<file path="config.mk">
export PLATFORM = sky130hd
export DESIGN_NAME = crc_stream
export DESIGN_NICKNAME = d
export VERILOG_FILES = /design/src/rtl/crc_pkg.sv /design/src/rtl/crc_fold.sv /design/src/rtl/crc_stream.sv
export SDC_FILE = /design/constraint.sdc
export NUM_CORES = 1
export LEC_CHECK = 0
export CORE_MARGIN = 1
export CORE_UTILIZATION = 65
export DETAILED_ROUTE_END_ITERATION = 6
export DONT_BUFFER_PORTS = 1
export GPL_ROUTABILITY_DRIVEN = 1
export HOLD_SLACK_MARGIN = 0.08
export PLACE_DENSITY = 0.78
export SLEW_MARGIN = 0
export SYNTH_ARGS = -nofsm -noshare
export SYNTH_HDL_FRONTEND = slang
export SYNTH_SLANG_ARGS = --single-unit
</file>
<file path="constraint.sdc">
create_clock -name clk -period 4.9 [get_ports clk]
set_input_delay 0.245 -clock clk [delete_from_list [all_inputs] [get_ports clk]]
set_output_delay 0.245 -clock clk [all_outputs]
set_load 0.02 [all_outputs]
</file>
<file path="src/rtl/crc_pkg.sv">
// Shared types and elaboration helpers for the streaming CRC engine (crc_stream).
// Holds the FSM state encoding, the STEPS computation and the parameter legality check.
package crc_pkg;

  typedef enum logic [1:0] {
    IDLE  = 2'd0,
    SHIFT = 2'd1,
    DONE  = 2'd2
  } crc_state_e;

  function automatic int crc_steps(input int data_w, input int bpc);
    return data_w / bpc;
  endfunction

  function automatic bit crc_params_ok(input int crc_w, input int data_w, input int bpc);
    return (crc_w >= 2) && (crc_w <= 64) &&
           (bpc >= 1) && (bpc <= data_w) &&
           ((data_w % bpc) == 0);
  endfunction

endpackage

</file>
<file path="src/rtl/crc_fold.sv">
// Combinational fold of BITS_PER_CYCLE message bits into a CRC register.
// bits_i[BITS_PER_CYCLE-1] is applied first; the polynomial omits its implicit leading 1.
module crc_fold
  import crc_pkg::*;
#(
  parameter int CRC_W          = 8,
  parameter int BITS_PER_CYCLE = 1
) (
  input  logic [CRC_W-1:0]          crc_i,
  input  logic [CRC_W-1:0]          poly_i,
  input  logic [BITS_PER_CYCLE-1:0] bits_i,
  output logic [CRC_W-1:0]          crc_o
);

  logic [CRC_W-1:0] acc;

  always_comb begin
    acc = crc_i;
    for (int i = BITS_PER_CYCLE - 1; i >= 0; i--) begin
      if (acc[CRC_W-1] ^ bits_i[i]) begin
        acc = (acc << 1) ^ poly_i;
      end else begin
        acc = acc << 1;
      end
    end
    crc_o = acc;
  end

endmodule

</file>
<file path="src/rtl/crc_stream.sv">
// Streaming CRC engine: words in over valid/ready, final CRC out over valid/ready.
// Define CRC_REFLECT_EN for LSB-first input words and a bit-reversed final register.
module crc_stream
  import crc_pkg::*;
#(
  parameter int CRC_W          = 8,
  parameter int DATA_W         = 8,
  parameter int BITS_PER_CYCLE = 1
) (
  input  logic              clk,
  input  logic              reset,
  input  logic [CRC_W-1:0]  poly,
  input  logic [CRC_W-1:0]  init,
  input  logic [CRC_W-1:0]  xor_out,
  input  logic              in_valid,
  output logic              in_ready,
  input  logic [DATA_W-1:0] in_data,
  input  logic              in_last,
  output logic              out_valid,
  input  logic              out_ready,
  output logic [CRC_W-1:0]  out_crc,
  output logic              busy
);

  localparam int STEPS = crc_steps(DATA_W, BITS_PER_CYCLE);
  localparam int CNT_W = $clog2(STEPS + 1);
  localparam logic [CNT_W-1:0] LAST_STEP = CNT_W'(STEPS - 1);

  if (!crc_params_ok(CRC_W, DATA_W, BITS_PER_CYCLE)) begin : g_param_check
    $error("crc_stream: illegal CRC_W/DATA_W/BITS_PER_CYCLE combination");
  end

  crc_state_e          state_q, state_d;
  logic [CNT_W-1:0]    cnt_q, cnt_d;
  logic                busy_q, busy_d;
  logic                last_q, last_d;
  logic [CRC_W-1:0]    crc_q, crc_d;
  logic [CRC_W-1:0]    out_crc_q, out_crc_d;
  logic [DATA_W-1:0]   shift_q, shift_d;
  logic [CRC_W-1:0]    poly_q, poly_d;
  logic [CRC_W-1:0]    xor_q, xor_d;

  logic [BITS_PER_CYCLE-1:0] chunk;
  logic [DATA_W-1:0]         shift_next;
  logic [CRC_W-1:0]          fold_crc;

  function automatic logic [CRC_W-1:0] finalize(input logic [CRC_W-1:0] c,
                                                input logic [CRC_W-1:0] x);
`ifdef CRC_REFLECT_EN
    logic [CRC_W-1:0] r;
    for (int i = 0; i < CRC_W; i++) r[i] = c[CRC_W-1-i];
    return r ^ x;
`else
    return c ^ x;
`endif
  endfunction

`ifdef CRC_REFLECT_EN
  // Reflected input: the word's LSB is the first bit fed to the fold.
  always_comb begin
    chunk = '0;
    for (int i = 0; i < BITS_PER_CYCLE; i++) chunk[BITS_PER_CYCLE-1-i] = shift_q[i];
  end
  assign shift_next = shift_q >> BITS_PER_CYCLE;
`else
  assign chunk      = shift_q[DATA_W-1 -: BITS_PER_CYCLE];
  assign shift_next = shift_q << BITS_PER_CYCLE;
`endif

  crc_fold #(
    .CRC_W          (CRC_W),
    .BITS_PER_CYCLE (BITS_PER_CYCLE)
  ) u_fold (
    .crc_i  (crc_q),
    .poly_i (poly_q),
    .bits_i (chunk),
    .crc_o  (fold_crc)
  );

  always_comb begin
    state_d   = state_q;
    cnt_d     = cnt_q;
    busy_d    = busy_q;
    last_d    = last_q;
    crc_d     = crc_q;
    out_crc_d = out_crc_q;
    shift_d   = shift_q;
    poly_d    = poly_q;
    xor_d     = xor_q;
    case (state_q)
      IDLE: begin
        if (in_valid) begin
          shift_d = in_data;
          last_d  = in_last;
          cnt_d   = '0;
          state_d = SHIFT;
          busy_d  = 1'b1;
          // Message-wide settings are captured only on the first word.
          if (!busy_q) begin
            crc_d  = init;
            poly_d = poly;
            xor_d  = xor_out;
          end
        end
      end
      SHIFT: begin
        crc_d   = fold_crc;
        shift_d = shift_next;
        if (cnt_q == LAST_STEP) begin
          if (last_q) begin
            out_crc_d = finalize(fold_crc, xor_q);
            state_d   = DONE;
          end else begin
            state_d = IDLE;
          end
        end else begin
          cnt_d = cnt_q + 1'b1;
        end
      end
      DONE: begin
        if (out_ready) begin
          state_d = IDLE;
          busy_d  = 1'b0;
        end
      end
      default: state_d = IDLE;
    endcase
  end

  always_ff @(posedge clk) begin
    if (reset) begin
      state_q   <= IDLE;
      cnt_q     <= '0;
      busy_q    <= 1'b0;
      last_q    <= 1'b0;
      crc_q     <= '0;
      out_crc_q <= '0;
    end else begin
      state_q   <= state_d;
      cnt_q     <= cnt_d;
      busy_q    <= busy_d;
      last_q    <= last_d;
      crc_q     <= crc_d;
      out_crc_q <= out_crc_d;
    end
  end

  // Pure datapath holding registers; their contents are only used after a fresh load.
  always_ff @(posedge clk) begin
    shift_q <= shift_d;
    poly_q  <= poly_d;
    xor_q   <= xor_d;
  end

  assign in_ready  = (state_q == IDLE);
  assign out_valid = (state_q == DONE);
  assign out_crc   = out_crc_q;
  assign busy      = busy_q;

endmodule
</file>
# After elaboration in Yosys (flattened, before gate mapping)
# Index checks and enable logic that the tools add are counted.
# word_totals
reg_bits,48
inputBits,37
out_inout_bits,11
elab_cells,50
# classes
add_sub_neg,1
eq_ne,8
n_mux,17
bitwise_logic,4
reduce_logical,11
# ops
op,count
$mux 8,4
$pmux 8 s2,2
$reduce_and 3->1,6
$xor 8x8->8,2
$mux 2,4
$mux 4,2
$ne 2x2->1 const B,4
$pmux 4 s2,1
$pmux 2 s3,1
$add 4x1->4 const B,1
$eq 4x3->1 const B,1
$reduce_and 2->1,2
$reduce_bool 2->1,2
$eq 2x1->1 const B,1
$eq 2x2->1 const B,1
$logic_not 2->1,1
$mux 1,2
$ne 2x1->1 const B,1
$pmux 1 s2,1
$not 1->1,1
$xor 1x1->1,1

# Depth between registers and ports, before layout
# Gate-level depths: netlist of run 1.
# depth
depth_word,3
depth_mapped,6
ltp_nobuf,5

# By module
# Synthesis of run 1 repeated with hierarchy kept, for this count alone.
# unflattened
hier_cells,195
area_unflattened_um2,2088.3
# by_module_without_submodules
module,instances,cells_per_inst,area_each_um2,seq_area_each_um2
crc_stream,1,179,1976.9,1201.2
crc_fold,1,16,111.4,0.0

# Least setup slack after synthesis of run 1
# OpenSTA, ideal clock, no wires.
# synth_timing
path_type,register -> register
startpoint,register state_q[0]
endpoint,"register poly_q[0], enable pin"
setup_ns,0.409
t_arrival_ns,1.749
t_required_ns,4.491
setup_slack_ns,2.742
stages_incl_launch_ff,4
path_buffers,1
path_cell_list,dfxtp_1 buf_6 nand2b_1 nor3_1
# synth_via
elab_chain_cells,2
# synth_lines
item,line,source
start: declaration,crc_stream.sv:33,"crc_state_e state_q, state_d;"
start signal: assignment,crc_stream.sv:139,state_q <= state_d;
$logic_not 2->1,crc_stream.sv:90,case (state_q)
$reduce_and 3->1 (no source line),n/a,
end signal: assignment,crc_stream.sv:151,poly_q <= poly_d;
end: declaration,crc_stream.sv:40,"logic [CRC_W-1:0] poly_q, poly_d;"
# No other way between the ends.
# A chain may end at the register's enable or synchronous reset.

# Worst setup path in the final report of run 1
# layout_timing
startpoint,register state_q[0]
endpoint,"register poly_q[7], enable pin"
# The elaborated chain is that of the path after synthesis.

==> results.md, run 1 <==
* Number of hold buffers added after cts at 28
* Proportion of synthesized chip area in sequential cells at 55.8%
* Grt total ovfl at 0
* Cell with the largest stage delay on the worst path: sky130_fd_sc_hd__nor3_2
* Post-synthesis cell area at 0.00215 sq mm
* Worst stage delay on the critical path at 0.90 ns
* Fraction of the core area covered by cells at the end of the flow at 79.8%
* Critical path launch point type: flip-flop
* Beginning of the worst hold path: init[3]
* Area Growth Syn to Fin at 15.2%
* Endpoints failing hold at 0
* Count of pins on the block boundary at 48
* Maximum number of pins on one net before global-route repair at 30
* Register bit count reported by yosys at 48
* Critical R2R Launch: state_q[0]
* Quantity of I/O buffers inserted on ports at 0
* Post-cts gate resize count at 0
* Biggest area contributors in the synthesized netlist: sky130_fd_sc_hd__edfxtp_1 34%, sky130_fd_sc_hd__dfxtp_1 22%, sky130_fd_sc_hd__a21oi_1 6.1%
* CTS root buffer: sky130_fd_sc_hd__clkbuf_4
* Internal power component at 0.559 mW
* Worst Max-Slew Pin Slew at 1.18 ns
* Floorplan die width at 59.5 um
* Post-layout minimum cycle time at 1.99 ns
* Switching share of total power at 26.3%
* Final max-slew violation count at 0
* Maximum buffer depth of the clock tree at 2
* Total die area at 0.00354 sq mm
* Number of global-route vias before repair at 1571
* Footprint of the flip-flops and latches at 0.00120 sq mm
* Slack of the worst reg-to-reg path at 2.91 ns
* Synth cell count leaders: 30 x sky130_fd_sc_hd__nand2_1, 26 x sky130_fd_sc_hd__a21oi_1, 24 x sky130_fd_sc_hd__dfxtp_1, 24 x sky130_fd_sc_hd__edfxtp_1, 13 x sky130_fd_sc_hd__o21ai_0
* H-tree levels at 2
* Power density cells at 306 mW/mm^2
* Unique masters post-synth at 33
* Number of DRC markers in iteration 0 at 98
* List of cells traversed by the critical path: nand2b_1 -> nor3_2
* Post-synth top area cell: sky130_fd_sc_hd__edfxtp_1
* Number of routed nets with antenna violations at 0
* Worst Path Buf+Inv at 0
* Antenna violations before repair at 0
* Final TNS setup at 0 ns
* Cell family with the largest share of critical-path delay: simple AND/OR/NAND/NOR gates
* Path category of the worst min-delay check: input pin to flip-flop
* Share of cells above drive strength 1 at 6.01%
* Synth Flop Type: sky130_fd_sc_hd__edfxtp_1
* Post-synthesis instance total at 208
* Max-cap violation count at 0
* Number of clock sinks at 48
* Kind of end point of the critical path: flip-flop
* Run status: completed
* Share of power burned in the clock network at 23.2%
* Maximum vdd drop at 0.258 mV
* Number of enable-type register cells in the synthesized netlist at 24
* First-pass iteration count of the detailed router at 4
* Number of cells on the worst hold path at 2
* Crit path DAT at 1.98 ns
* Share of the synthesized area in the top cell type at 33.5%
* Maximum fanout along the worst path at 16
* Terminating pin of the worst hold path: crc_q[3]
* Clock tree from TritonCTS: yes
* Max Freq at 0.502 GHz
* Post-Syn Area per Cell at 10.3 sq um
* Setup violators final at 0
* Worst Hold Margin at 0.0956 ns
* Routability congestion estimate at 0.750
* Most common cell in the netlist: sky130_fd_sc_hd__nand2_1
* Y dimension of the die at 59.5 um
* DR DRC count at 0
* Drt wl/cell at 15.7 um
* Setup Crit Path Kind: flip-flop to flip-flop
* Comb power frac at 14.8%
* Unrepaired setup endpoints after global routing: false
* FF-to-FF End: poly_q[7]
* First-pass GRT wire length at 6690 um
* Leakage power of the design at 0.943 nW
* Number of cells on the worst reg-to-reg path at 2
* Share of async-settable or async-resettable flops after synthesis at 0%
* Worst path required time at 4.89 ns
* Yosys synthesis warning count at 0
* Via count at 1588
* Part of the total power dissipated in sequential elements at 62.0%
* Number of nets in the layout at 270
* Post-detailed-route via-to-cell ratio at 5.73
* CORE AREA at 0.00310 sq mm
* Syn Nets at 246
* Total Wirelength at 4350 um
* Starting Density at 69.3%
* Overall fraction of global-route tracks in use at 26.5%
* Number of buffers added by the clock tree synthesis step at 5
* Ant diodes at 0
* Area used by multi-input combinational logic at 877 sq um
* Clock Pin Slew Worst Setup and Hold Paths at 0.13 ns
* Site Rows at 20
* Net load switching power at 0.199 mW
* HPWL Detailed at 2720 um
* Insertion delay to the later sink of the worst-skew pair at 0.36 ns
* Post-CTS Setup Repair Bufs at 0
* Fillers at 209
* Share of the clock period used by the worst path after layout at 40.7%
* Rel. slew slack at 21.0%
* Clock tree skew after final layout at 0.00744 ns
layout by cell type, fill, tap and decap left out:
cell	n
sky130_fd_sc_hd__nand2_1	30
sky130_fd_sc_hd__dlygate4sd3_1	28
sky130_fd_sc_hd__a21oi_1	26
sky130_fd_sc_hd__dfxtp_1	24
sky130_fd_sc_hd__edfxtp_1	24
sky130_fd_sc_hd__o21ai_0	13
sky130_fd_sc_hd__nand3_1	9
sky130_fd_sc_hd__xnor2_1	9
sky130_fd_sc_hd__and3_1	9
sky130_fd_sc_hd__nor2_1	8
sky130_fd_sc_hd__a21o_1	7
sky130_fd_sc_hd__o2bb2ai_1	7
sky130_fd_sc_hd__clkbuf_4	5
sky130_fd_sc_hd__nand2b_1	4
sky130_fd_sc_hd__inv_1	4
sky130_fd_sc_hd__mux2i_1	3
sky130_fd_sc_hd__clkbuf_1	3
sky130_fd_sc_hd__nor3_2	2
sky130_fd_sc_hd__a211oi_2	2
sky130_fd_sc_hd__a211oi_1	2
sky130_fd_sc_hd__nor3_1	2
sky130_fd_sc_hd__and2_1	2
sky130_fd_sc_hd__nor2b_4	1
sky130_fd_sc_hd__nor2b_1	1
sky130_fd_sc_hd__o21bai_4	1
sky130_fd_sc_hd__and3b_1	1
sky130_fd_sc_hd__xor2_2	1
sky130_fd_sc_hd__o21ai_1	1
sky130_fd_sc_hd__xor2_1	1
sky130_fd_sc_hd__nor2_2	1
sky130_fd_sc_hd__o221a_2	1
sky130_fd_sc_hd__ha_1	1
stage by stage:
step                power (mW)  cell area, sq um  instances  setup slack (ns)
floorplan                0.557              2150        208              2.74
finish                   0.758              2480        277              2.91
CTS                      0.760              2480        277              2.85
detailed placement       0.569              2150        241              2.86
global route             0.792              2480        277              2.79
global placement         0.563              2150        241              2.99
power groups by stage:
stage | registers (mW) | logic (mW) | clock network (mW)
6_report | 0.470 | 0.112 | 0.176
5_1_grt | 0.473 | 0.123 | 0.196
4_1_cts | 0.470 | 0.110 | 0.180
3_5_place_dp | 0.479 | 0.0898 | 0
3_3_place_gp | 0.477 | 0.0854 | 0
2_1_floorplan | 0.472 | 0.0844 | 0
cell families after synthesis:
family / synth area share [%]
and+or+nand+nor: 15.9
AOI/OAI and AO/OA: 17.9
DFF: 55.8
buffers and inverters: 3.96
xor gates and xnor gates: 4.48
muxes: 1.40
adders and majority gates: 0.582
area by class of cell:
type                            instances  area share (%)
Timing Repair Buffer                   28            11.3
Clock buffer                            8            1.97
Multi-Input combinational cell        145            35.4
Inverter                                4           0.606
Sequential cell                        48            48.5
Tap cell                               44            2.22
how the worst max path moves through the flow:
| stage | start | cells after the start | end | slack (ns) |
|---|---|---|---|---|
| final | state_q[0] | 2 | poly_q[7] | 2.91 |
| after floorplan | state_q[0] | 3 | poly_q[0] | 2.74 |
| after global routing | state_q[0] | 2 | poly_q[7] | 2.79 |
| after global placement | state_q[0] | 2 | poly_q[7] | 2.99 |
| after CTS | state_q[0] | 2 | xor_q[7] | 2.85 |
| after detailed placement | state_q[0] | 2 | poly_q[4] | 2.86 |
flip-flops by register name, indices dropped and copies added (netlist names):
register	cells
xor_q	8
state_q	2
crc_q	8
busy	1
shift_q	8
cnt_q	4
poly_q	8
out_crc	8
last_q	1
metal layers:
| metal | GRT usage (%) | wire length, um |
|---|---|---|
| met3 | 5.46 | 284 |
| met1 | 30.6 | 1790 |
| met2 | 47.0 | 2170 |
| met4 | 12.0 | 115 |
| met5 | 0 | 0 |
(Power assumes the default switching activity.)
==> run 2: changes to the inputs <==
--- a/config.mk
+++ b/config.mk
@@ -6,12 +6,12 @@
 export NUM_CORES = 1
 export LEC_CHECK = 0
 export CORE_MARGIN = 1
-export CORE_UTILIZATION = 65
+export CORE_UTILIZATION = 62
 export DETAILED_ROUTE_END_ITERATION = 6
 export DONT_BUFFER_PORTS = 1
 export GPL_ROUTABILITY_DRIVEN = 1
 export HOLD_SLACK_MARGIN = 0.08
-export PLACE_DENSITY = 0.78
+export PLACE_DENSITY = 0.75
 export SLEW_MARGIN = 0
 export SYNTH_ARGS = -nofsm -noshare
 export SYNTH_HDL_FRONTEND = slang
==> constraint.sdc (replaced) <==
create_clock -name clk -period 2 [get_ports clk]
set_input_delay 0.1 -clock clk [delete_from_list [all_inputs] [get_ports clk]]
set_output_delay 0.1 -clock clk [all_outputs]
set_load 0.02 [all_outputs]
==> results.md, run 2 (synthesis gave the netlist of run 1 again) <==
* Most common library cell in the layout ignoring fill and taps: sky130_fd_sc_hd__dlygate4sd3_1
* Area Growth Syn to Fin at 21.8%
* Share of power burned in the clock network at 32.2%
* Routability congestion estimate at 0.764
* Via count at 1651
* Crit path DAT at 1.94 ns
* Post-layout minimum cycle time at 1.64 ns
* Leakage power of the design at 1.01 nW
* Power density cells at 814 mW/mm^2
* Fillers at 230
* Number of DRC markers in iteration 0 at 103
* H-tree levels at 2
* Comb power frac at 13.8%
* First-pass iteration count of the detailed router at 4
* Path category of the worst min-delay check: input pin to flip-flop
* Max-cap violation count at 0
* HPWL Detailed at 2780 um
* Fraction of the core area covered by cells at the end of the flow at 78.5%
* First-pass GRT wire length at 6940 um
* Number of global-route vias before repair at 1596
* Setup Crit Path Kind: flip-flop to flip-flop
* Share of the clock period used by the worst path after layout at 82.2%
* Max Freq at 0.608 GHz
* Run status: completed
* Post-detailed-route via-to-cell ratio at 5.73
* Number of nets in the layout at 280
* Worst path required time at 2.29 ns
* Total die area at 0.00371 sq mm
* Maximum number of pins on one net before global-route repair at 30
* Grt total ovfl at 0
* Endpoints failing hold at 0
* Worst Hold Margin at 0.120 ns
* Clock tree skew after final layout at 0.00784 ns
* Overall fraction of global-route tracks in use at 26.7%
* Antenna violations before repair at 0
* Switching share of total power at 23.7%
* Number of routed nets with antenna violations at 0
* Post-DP Area at 0.00218 sq mm
* Share of cells above drive strength 1 at 8.26%
* CTS root buffer: sky130_fd_sc_hd__clkbuf_4
* Post-cts gate resize count at 0
* Y dimension of the die at 60.9 um
* Final non-filler cell area at 0.00262 sq mm
* Maximum fanout along the worst path at 9
* Rel. slew slack at 49.4%
* Critical path launch point type: flip-flop
* Commonest cells after routing, fill and taps aside: 34 x sky130_fd_sc_hd__dlygate4sd3_1, 30 x sky130_fd_sc_hd__nand2_1, 26 x sky130_fd_sc_hd__a21oi_1, 24 x sky130_fd_sc_hd__dfxtp_1, 24 x sky130_fd_sc_hd__edfxtp_1
* Total Wirelength at 4520 um
* Clock Pin Slew Worst Setup and Hold Paths at 0.14 ns
* Maximum buffer depth of the clock tree at 2
* DR DRC count at 0
* Number of clock sinks at 48
* Internal power component at 1.63 mW
* Unrepaired setup endpoints after global routing: false
* Part of the total power dissipated in sequential elements at 54.0%
* Count of pins on the block boundary at 48
* Floorplan die width at 60.9 um
* Final TNS setup at 0 ns
* Setup violators final at 0
* Insertion delay to the later sink of the worst-skew pair at 0.36 ns
* Maximum vdd drop at 0.618 mV
* Drt wl/cell at 15.7 um
* CORE AREA at 0.00334 sq mm
* Net load switching power at 0.505 mW
* Quantity of I/O buffers inserted on ports at 0
* Number of buffers added by the clock tree synthesis step at 5
* Clock tree from TritonCTS: yes
* Final max-slew violation count at 0
* Worst Max-Slew Pin Slew at 0.756 ns
* Starting Density at 64.5%
* Site Rows at 21
* Post-CTS Setup Repair Bufs at 0
* Kind of end point of the critical path: flip-flop
* Ant diodes at 0
==> run 2: power by group through the flow <==
stage	Clock (mW)	Sequential (mW)	Combinational [mW]
global route	0.743	1.16	0.325
finish	0.686	1.15	0.294
floorplan	0	1.16	0.207
detailed placement	0	1.17	0.232
CTS	0.698	1.15	0.290
global placement	0	1.17	0.220
==> run 2: final cells by class <==
type	instances	area [sq um]	area share [%]
Sequential cell	48	1200	45.9
Clock buffer	5	37.5	1.43
Timing Repair Buffer	38	370	14.1
Inverter	4	15.0	0.573
Multi-Input combinational cell	145	877	33.5
Tap cell	46	57.6	2.20
Clock inverter	2	60.1	2.29
==> run 2: per-stage QoR <==
step | instances | power [mW] | worst slack, ns
after floorplan | 208 | 1.36 | 0.328
after global placement | 247 | 1.39 | 0.463
after detailed placement | 247 | 1.41 | 0.399
after CTS | 288 | 2.14 | 0.356
after global routing | 288 | 2.23 | 0.201
final | 288 | 2.13 | 0.356
==> run 2: worst max-delay path, cell delays in order, from the launching register on <==
cell	delay, ns
sky130_fd_sc_hd__dfxtp_1	0.41
sky130_fd_sc_hd__ha_1	0.18
sky130_fd_sc_hd__and3b_1	0.26
sky130_fd_sc_hd__and3_1	0.40
sky130_fd_sc_hd__o21ai_0	0.16
sky130_fd_sc_hd__a21oi_1	0.16
==> run 2: final timing paths <==
| kind | start | end | slack, ns | cells past startpoint |
|---|---|---|---|---|
| setup / recovery | cnt_q[0] | out_crc[2] | 0.36 | 5 |
| hold / removal | init[0] | crc_q[0] | 0.12 | 3 |
| setup reg to reg | cnt_q[0] | out_crc[2] | 0.36 | 5 |
| hold reg to reg | crc_q[7] | crc_q[7] | 0.52 | 1 |
==> run 2: what timing repair did <==
action,4_1_cts,5_1_grt
setup endpoints to repair,0,0
hold buffers,34,0
endpoints found under the hold margin,48,0
==> run 2: layer usage <==
metal,GRT usage (%),share of wire [%],up-vias
met5,0,0,-
met4,7.47,1.1,0
met3,11.5,5.9,7
met2,47.1,51,46
met1,29.3,42,792
li1,-,-,806
